**src/rtl/tetris_cmd_issuer.sv**
```systemverilog
// tetris_cmd_issuer: turns button events, gravity ticks and garbage-bar
// requests into single engine commands. At most one command is issued per
// WAIT visit of the engine.
//
// Engine state / command encoding (4 bits)
//   code | name       | meaning
//   0    | NONE       | no command (ctrl idle value)
//   1    | INIT       | engine before first game
//   2    | WAIT       | engine ready to accept a command
//   3    | GEN        | engine spawning a new piece
//   4    | END        | game over
//   5    | BAR        | insert garbage row (uses bar_mask)
//   6    | DOWN       | soft drop / gravity step / start token
//   7    | LEFT       | move left
//   8    | RIGHT      | move right
//   9    | ROTATE     | rotate clockwise
//   10   | ROTATE_REV | rotate counter-clockwise
//   11   | HOLD       | swap with hold piece
//   12   | DROP       | hard drop
module tetris_cmd_issuer #(
    parameter int DEPTH       = 4,
    parameter int BASE_PERIOD = 50_000_000,
    parameter int LEVEL_STEP  = 4_000_000,
    parameter int MIN_PERIOD  = 5_000_000
) (
    input  logic       clk,
    input  logic       reset_n,
    input  logic [6:0] btn,
    input  logic [3:0] level,
    input  logic       bar_req,
    input  logic [9:0] bar_in,
    input  logic [3:0] state,
    output logic [3:0] ctrl,
    output logic [9:0] bar_mask,
    output logic [7:0] drop_cnt
);

    localparam logic [3:0] C_NONE       = 4'd0;
    localparam logic [3:0] C_INIT       = 4'd1;
    localparam logic [3:0] C_WAIT       = 4'd2;
    localparam logic [3:0] C_GEN        = 4'd3;
    localparam logic [3:0] C_END        = 4'd4;
    localparam logic [3:0] C_BAR        = 4'd5;
    localparam logic [3:0] C_DOWN       = 4'd6;
    localparam logic [3:0] C_LEFT       = 4'd7;
    localparam logic [3:0] C_RIGHT      = 4'd8;
    localparam logic [3:0] C_ROTATE     = 4'd9;
    localparam logic [3:0] C_ROTATE_REV = 4'd10;
    localparam logic [3:0] C_HOLD       = 4'd11;
    localparam logic [3:0] C_DROP       = 4'd12;

    localparam int AW = (DEPTH > 1) ? $clog2(DEPTH) : 1;

    logic [3:0]    r_ctrl;
    logic [9:0]    r_bar_mask;
    logic [7:0]    r_drop_cnt;
    logic          r_armed;
    logic          r_bar_pend;
    logic [9:0]    r_bar_buf;
    logic          r_grav_pend;
    logic [31:0]   r_grav_cnt;
    logic [3:0]    r_fifo [DEPTH];
    logic [AW-1:0] r_wr_ptr;
    logic [AW-1:0] r_rd_ptr;
    logic [AW:0]   r_count;

    logic          w_idle_st;
    logic          w_start;
    logic          w_can_issue;
    logic          w_iss_bar;
    logic          w_iss_grav;
    logic          w_iss_fifo;
    logic          w_fifo_full;
    logic          w_fifo_nempty;
    logic          w_enq_req;
    logic          w_push;
    logic          w_flush;
    logic [3:0]    w_btn_cmd;
    logic [3:0]    w_nset;
    logic [3:0]    w_drop_inc;
    logic [8:0]    w_drop_sum;
    logic [31:0]   w_step;
    logic [31:0]   w_period_m1;

    assign ctrl     = r_ctrl;
    assign bar_mask = r_bar_mask;
    assign drop_cnt = r_drop_cnt;

    // Gravity period: BASE - level*STEP, floored at MIN (compared without underflow).
    always_comb begin
        w_step = 32'(level) * 32'(LEVEL_STEP);
        if (w_step + 32'(MIN_PERIOD) >= 32'(BASE_PERIOD))
            w_period_m1 = 32'(MIN_PERIOD) - 32'd1;
        else
            w_period_m1 = 32'(BASE_PERIOD) - w_step - 32'd1;
    end

    // Issue selection, enqueue decision and drop accounting for this cycle.
    always_comb begin
        w_idle_st     = (state == C_INIT) || (state == C_END);
        w_start       = w_idle_st && ((|btn) || bar_req);
        w_fifo_full   = (r_count == (AW+1)'(DEPTH));
        w_fifo_nempty = (r_count != '0);
        w_can_issue   = (state == C_WAIT) && r_armed;
        w_iss_bar     = w_can_issue && r_bar_pend;
        w_iss_grav    = w_can_issue && !r_bar_pend && r_grav_pend;
        w_iss_fifo    = w_can_issue && !r_bar_pend && !r_grav_pend && w_fifo_nempty;
        w_enq_req     = (|btn) && !w_idle_st;
        // A pop in the same cycle frees the slot, so a full FIFO still accepts.
        w_push        = w_enq_req && (!w_fifo_full || w_iss_fifo);
        // END entry flushes the queue; while in END nothing is enqueued anyway.
        w_flush       = w_start || (state == C_END);

        w_btn_cmd = C_NONE;
        if (btn[6])      w_btn_cmd = C_DROP;
        else if (btn[5]) w_btn_cmd = C_HOLD;
        else if (btn[4]) w_btn_cmd = C_ROTATE;
        else if (btn[3]) w_btn_cmd = C_ROTATE_REV;
        else if (btn[2]) w_btn_cmd = C_LEFT;
        else if (btn[1]) w_btn_cmd = C_RIGHT;
        else if (btn[0]) w_btn_cmd = C_DOWN;

        w_nset = '0;
        for (int i = 0; i < 7; i++)
            w_nset = w_nset + {3'b000, btn[i]};

        w_drop_inc = '0;
        if (w_enq_req) begin
            w_drop_inc = w_nset - 4'd1;
            if (!w_push)
                w_drop_inc = w_drop_inc + 4'd1;
        end
        if (bar_req && r_bar_pend && !w_idle_st)
            w_drop_inc = w_drop_inc + 4'd1;
        w_drop_sum = {1'b0, r_drop_cnt} + {5'b00000, w_drop_inc};
    end

    // Button FIFO storage; contents are don't-care while empty.
    always_ff @(posedge clk) begin
        if (w_push)
            r_fifo[r_wr_ptr] <= w_btn_cmd;
    end

    // Button FIFO pointers and occupancy.
    always_ff @(posedge clk) begin
        if (!reset_n || w_flush) begin
            r_wr_ptr <= '0;
            r_rd_ptr <= '0;
            r_count  <= '0;
        end else begin
            if (w_push)
                r_wr_ptr <= r_wr_ptr + AW'(1);
            if (w_iss_fifo)
                r_rd_ptr <= r_rd_ptr + AW'(1);
            if (w_push && !w_iss_fifo)
                r_count <= r_count + (AW+1)'(1);
            else if (!w_push && w_iss_fifo)
                r_count <= r_count - (AW+1)'(1);
        end
    end

    // Gravity counter; a new tick is recorded even in the cycle the old one is consumed.
    always_ff @(posedge clk) begin
        if (!reset_n) begin
            r_grav_cnt  <= '0;
            r_grav_pend <= 1'b0;
        end else if (w_start) begin
            r_grav_pend <= 1'b0;
        end else begin
            if (w_iss_grav)
                r_grav_pend <= 1'b0;
            if (!w_idle_st) begin
                if (state == C_GEN) begin
                    r_grav_cnt <= '0;
                end else if (r_grav_cnt >= w_period_m1) begin
                    r_grav_cnt  <= '0;
                    r_grav_pend <= 1'b1;
                end else begin
                    r_grav_cnt <= r_grav_cnt + 32'd1;
                end
            end
        end
    end

    // Garbage-bar request capture; only one request may be outstanding.
    always_ff @(posedge clk) begin
        if (!reset_n) begin
            r_bar_pend <= 1'b0;
            r_bar_buf  <= '0;
        end else if (w_start) begin
            r_bar_pend <= 1'b0;
        end else begin
            if (w_iss_bar)
                r_bar_pend <= 1'b0;
            if (bar_req && !r_bar_pend && !w_idle_st) begin
                r_bar_buf  <= bar_in;
                r_bar_pend <= 1'b1;
            end
        end
    end

    // Registered command output, bar mask, arming and drop counter.
    always_ff @(posedge clk) begin
        if (!reset_n) begin
            r_ctrl     <= C_NONE;
            r_bar_mask <= '0;
            r_drop_cnt <= '0;
            r_armed    <= 1'b1;
        end else begin
            r_ctrl <= C_NONE;
            if (w_start)
                r_ctrl <= C_DOWN;
            else if (w_iss_bar)
                r_ctrl <= C_BAR;
            else if (w_iss_grav)
                r_ctrl <= C_DOWN;
            else if (w_iss_fifo)
                r_ctrl <= r_fifo[r_rd_ptr];

            // The mask must survive the issue cycle (still WAIT, armed low),
            // so it is only cleared once the engine has left and come back.
            if (w_iss_bar)
                r_bar_mask <= r_bar_buf;
            else if ((state == C_WAIT) && r_armed)
                r_bar_mask <= '0;

            if (state != C_WAIT)
                r_armed <= 1'b1;
            else if (w_iss_bar || w_iss_grav || w_iss_fifo)
                r_armed <= 1'b0;

            r_drop_cnt <= w_drop_sum[8] ? 8'hFF : w_drop_sum[7:0];
        end
    end

endmodule

```
**config.mk**
```make
export PLATFORM = sky130hd
export DESIGN_NAME = tetris_cmd_issuer
export DESIGN_NICKNAME = d
export VERILOG_FILES = /design/src/rtl/tetris_cmd_issuer.sv
export SDC_FILE = /design/constraint.sdc
export NUM_CORES = 1
export LEC_CHECK = 0
export CAP_MARGIN = 20
export CORE_MARGIN = 8
export CORE_UTILIZATION = 60
export DETAILED_ROUTE_END_ITERATION = 8
export GPL_ROUTABILITY_DRIVEN = 0
export MAX_ROUTING_LAYER = met4
export PLACE_DENSITY = 0.78
export SYNTH_ARGS = -nofsm -noshare
export SYNTH_HDL_FRONTEND = slang
export SYNTH_SLANG_ARGS = --single-unit
```
**constraint.sdc**
```tcl
create_clock -name clk -period 9.2 [get_ports clk]
set_input_delay 2.76 -clock clk [delete_from_list [all_inputs] [get_ports clk]]
set_output_delay 2.76 -clock clk [all_outputs]
set_load 0.01 [all_outputs]
```
==> metrics.cfg <==
[floorplanning]
die_area_sq_mm = 0.0150
die_width_um = 122
pin_count = 50
num_rows = 39
die-height_um = 122
coreArea_sq_mm = 0.0112
start_util = 0.604

[clock_tree]
cts_buffers = 9
cts_buffer_depth = 2
cts_hold_buf = 0
root_buffer = clkbuf_16
cts.htree.levels = 3
cts_setup_buffers = 0
clock-sinks = 92
cts_tree = yes
clk_latency_ns = 0.35
cts.repair.resized = 0
path_clk_slew_ns = 0.07

[drt]
firstDrtPassIters = 7
avgRoutedWirePerCell_um = 17.3
drt-initial-drc-count = 516
routed_via_density = 6.28
wl_um = 17000
drc_errors = 0
via_count = 6174
ant_nets = 0

[worst_setup_path]
r2r_end = drop_cnt[6]
crit_end = r_grav_cnt[18]
crit_fanout = 13
path_class = primary input to flop
reg2regPathDepth = 13
critPathLaunchType = primary input
rrSetupSlack_ns = 5.34
arrival_ns = 8.85
rr_startpoint = r_bar_pend
end_kind = flop
critPathLaunch = level[2]
cp.required_ns = 9.47

[final_layout]
n_fill_cell = 906
diodes = 0
layout-drive-gt1-share = 0.0631
fin_nets = 937
syn_to_final_growth_pct = 14.2
utilization = 0.689

[global_route]
grt_max_degree = 40
grt_pass1_wl_um = 28700
grt_antenna_before_repair = 0
track_usage = 0.243
gr-total-overflow = 0
first_global_vias = 6062

[synthesis]
synth_async_sr_flop_share = 0
netlist_instances = 789
synth_area_leaders = dfxtp_1, ha_1, edfxtp_1
ys_seq_area_frac = 0.295
avgSynthCellArea_sq_um = 8.59
ys_ff_latch = 92
ys_types = 72
synth-simple-area-share = 0.232
synth_top_family_by_area = simple AND/OR/NAND/NOR gates
syn_area_sq_mm = 0.00678
synth_fa_ha_area_frac = 0.148
synth_mux_area_frac = 0.0473
synth_compound_gate_area_share = 0.185
synthFlopType = dfxtp_1
synth_top_area_frac = 0.224
synth-edff-count = 16
syn_nets = 891
synth_xor_area_frac = 0.0530
ys_warn_count = 0
yosys.area.top_type = dfxtp_1

[sta]
finClkSkew_ns = 0.0103
fin_setup_tns_ns = 0
slew_violations = 0
hold_viol = 0
worst_pin_slew_ns = 1.07
max_slew_margin = 0.287
rsz0062_at_grt = false
layout_min_cycle_time_ns = 8.58
finalSetupViolCount = 0
fin_crit_sh = 0.932
max_freq_ghz = 0.117

[pwr]
p_per_area_mw_per_mm2 = 177
ir_worst_vdd_v = 0.000164
leakagePower_nw = 2.99

[hold_path]
worstHoldPathCells = 2
hp-class = flop to flop

[place]
place_hpwl_um = 13000
port_buffers = 49

[job]
cap_viol_max_count = 0

[run_status]
status = finished clean

through the flow:
step / std cells / total power [mW] / hold slack, ns / worst slack (ns) / cell area [sq um]
after detailed placement: 966 / 1.01 / 0.442 / 0.356 / 7440
final: 983 / 1.37 / 0.450 / 0.621 / 7740
after global placement: 966 / 0.981 / 0.439 / 0.527 / 7440
after CTS: 982 / 1.37 / 0.452 / 0.708 / 7730
after global routing: 983 / 1.46 / 0.473 / 0.101 / 7740
after floorplan: 789 / 0.861 / 0.447 / 1.56 / 6780
layer usage:
layer  vias to the layer above  track usage  routed length [um]
li1                       3019            -                   -
met2                       204        0.409                8530
met1                      2917        0.285                7230
met4                         0       0.0960                 368
met5                         -            -                   0
met3                        34       0.0396                 900
synthesized netlist by cell type, types with 17 or more instances:
library cell  number
a21oi_1           46
a31oi_1           25
clkbuf_1          25
dfxtp_1           76
ha_1              64
inv_1             39
mux2i_1           23
nand2_1           72
nand3_1           34
nand4_1           23
nor2_1            71
o21ai_0           27
xnor2_1           24
xor2_1            17
kinds of logic after synthesis:
family                   count (synthesis)
buffers and inverters                   70
XOR/XNOR                                41
multiplexers                            27
flip-flops                              92
AND/OR/NAND/NOR                        303
adder cells (fa/ha/maj)                 74
AO/OA/AOI/OAI                          182
critical path, stage by stage:
cell and delay (ns):
clkdlybuf4s50_1 0.55, fa_1 0.59, inv_1 0.06, fa_1 0.49
inv_1 0.04, ha_1 0.22, or2_2 0.31, o21ai_0 0.19
xor2_1 0.68, o21ai_0 0.35, nor2_2 0.41, a21oi_1 0.13
ha_1 0.33, a211oi_1 0.22, o21ai_0 0.12, o221ai_1 0.25
a32o_1 0.54, nand2_1 0.32, o21ai_0 0.26
cells in the final DEF (no fill, tap or decap), types with 9 or more instances in the layout:
master           count
nand3_1             34
xnor2_1             24
o21ai_0             27
nand4_1             23
nand2b_1            10
a31oi_1             25
and3_1              10
nor2b_1              9
mux2i_1             23
nor2_1              71
nand2_1             72
o2111ai_1           11
clkdlybuf4s50_1     49
nor3_1              13
dfxtp_1             76
buf_4               17
fa_1                10
edfxtp_1            16
clkbuf_16            9
xor2_1              17
a211oi_1            13
a21oi_1             46
ha_1                64
inv_1               39
and2_1              15
o21a_1               9
power breakdown:
part	internal (mW)	switching [mW]	total, mW	leakage, nW
clock	0.193	0.163	0.356	0.141
combinational	0.230	0.307	0.538	2.09
sequential	0.449	0.0272	0.476	0.760
total	0.873	0.497	1.37	2.99
cell type report:
class                   count  area (sq um)  area share
clock inverters             6          46.3     0.00598
clock buffers              10           239      0.0309
repair buffers             66           618      0.0799
flip-flops and latches     92          2000       0.259
inverters                  39           146      0.0189
well taps                 143           179      0.0231
multi-input cells         627          4510       0.582
registers in the layout, indices dropped and copies added (netlist names), named ones only:
| name | flops |
|---|---|
| r_rd_ptr | 2 |
| r_count | 3 |
| ctrl | 4 |
| r_bar_pend | 1 |
| r_bar_buf | 10 |
| r_fifo | 16 |
| drop_cnt | 8 |
| r_wr_ptr | 2 |
| r_grav_cnt | 32 |
| bar_mask | 10 |
| r_armed | 1 |
| r_grav_pend | 1 |
worst min path at each step:
stage	to	slack, ns	startpoint
detailed placement	bar_mask[6]	0.44	bar_mask[6]
global placement	bar_mask[0]	0.44	bar_mask[0]
global route	bar_mask[6]	0.47	bar_mask[6]
CTS	bar_mask[6]	0.45	bar_mask[6]
floorplan	bar_mask[9]	0.45	r_bar_buf[9]
finish	bar_mask[6]	0.45	bar_mask[6]
No activity file was read; power rests on OpenSTA's default activity.
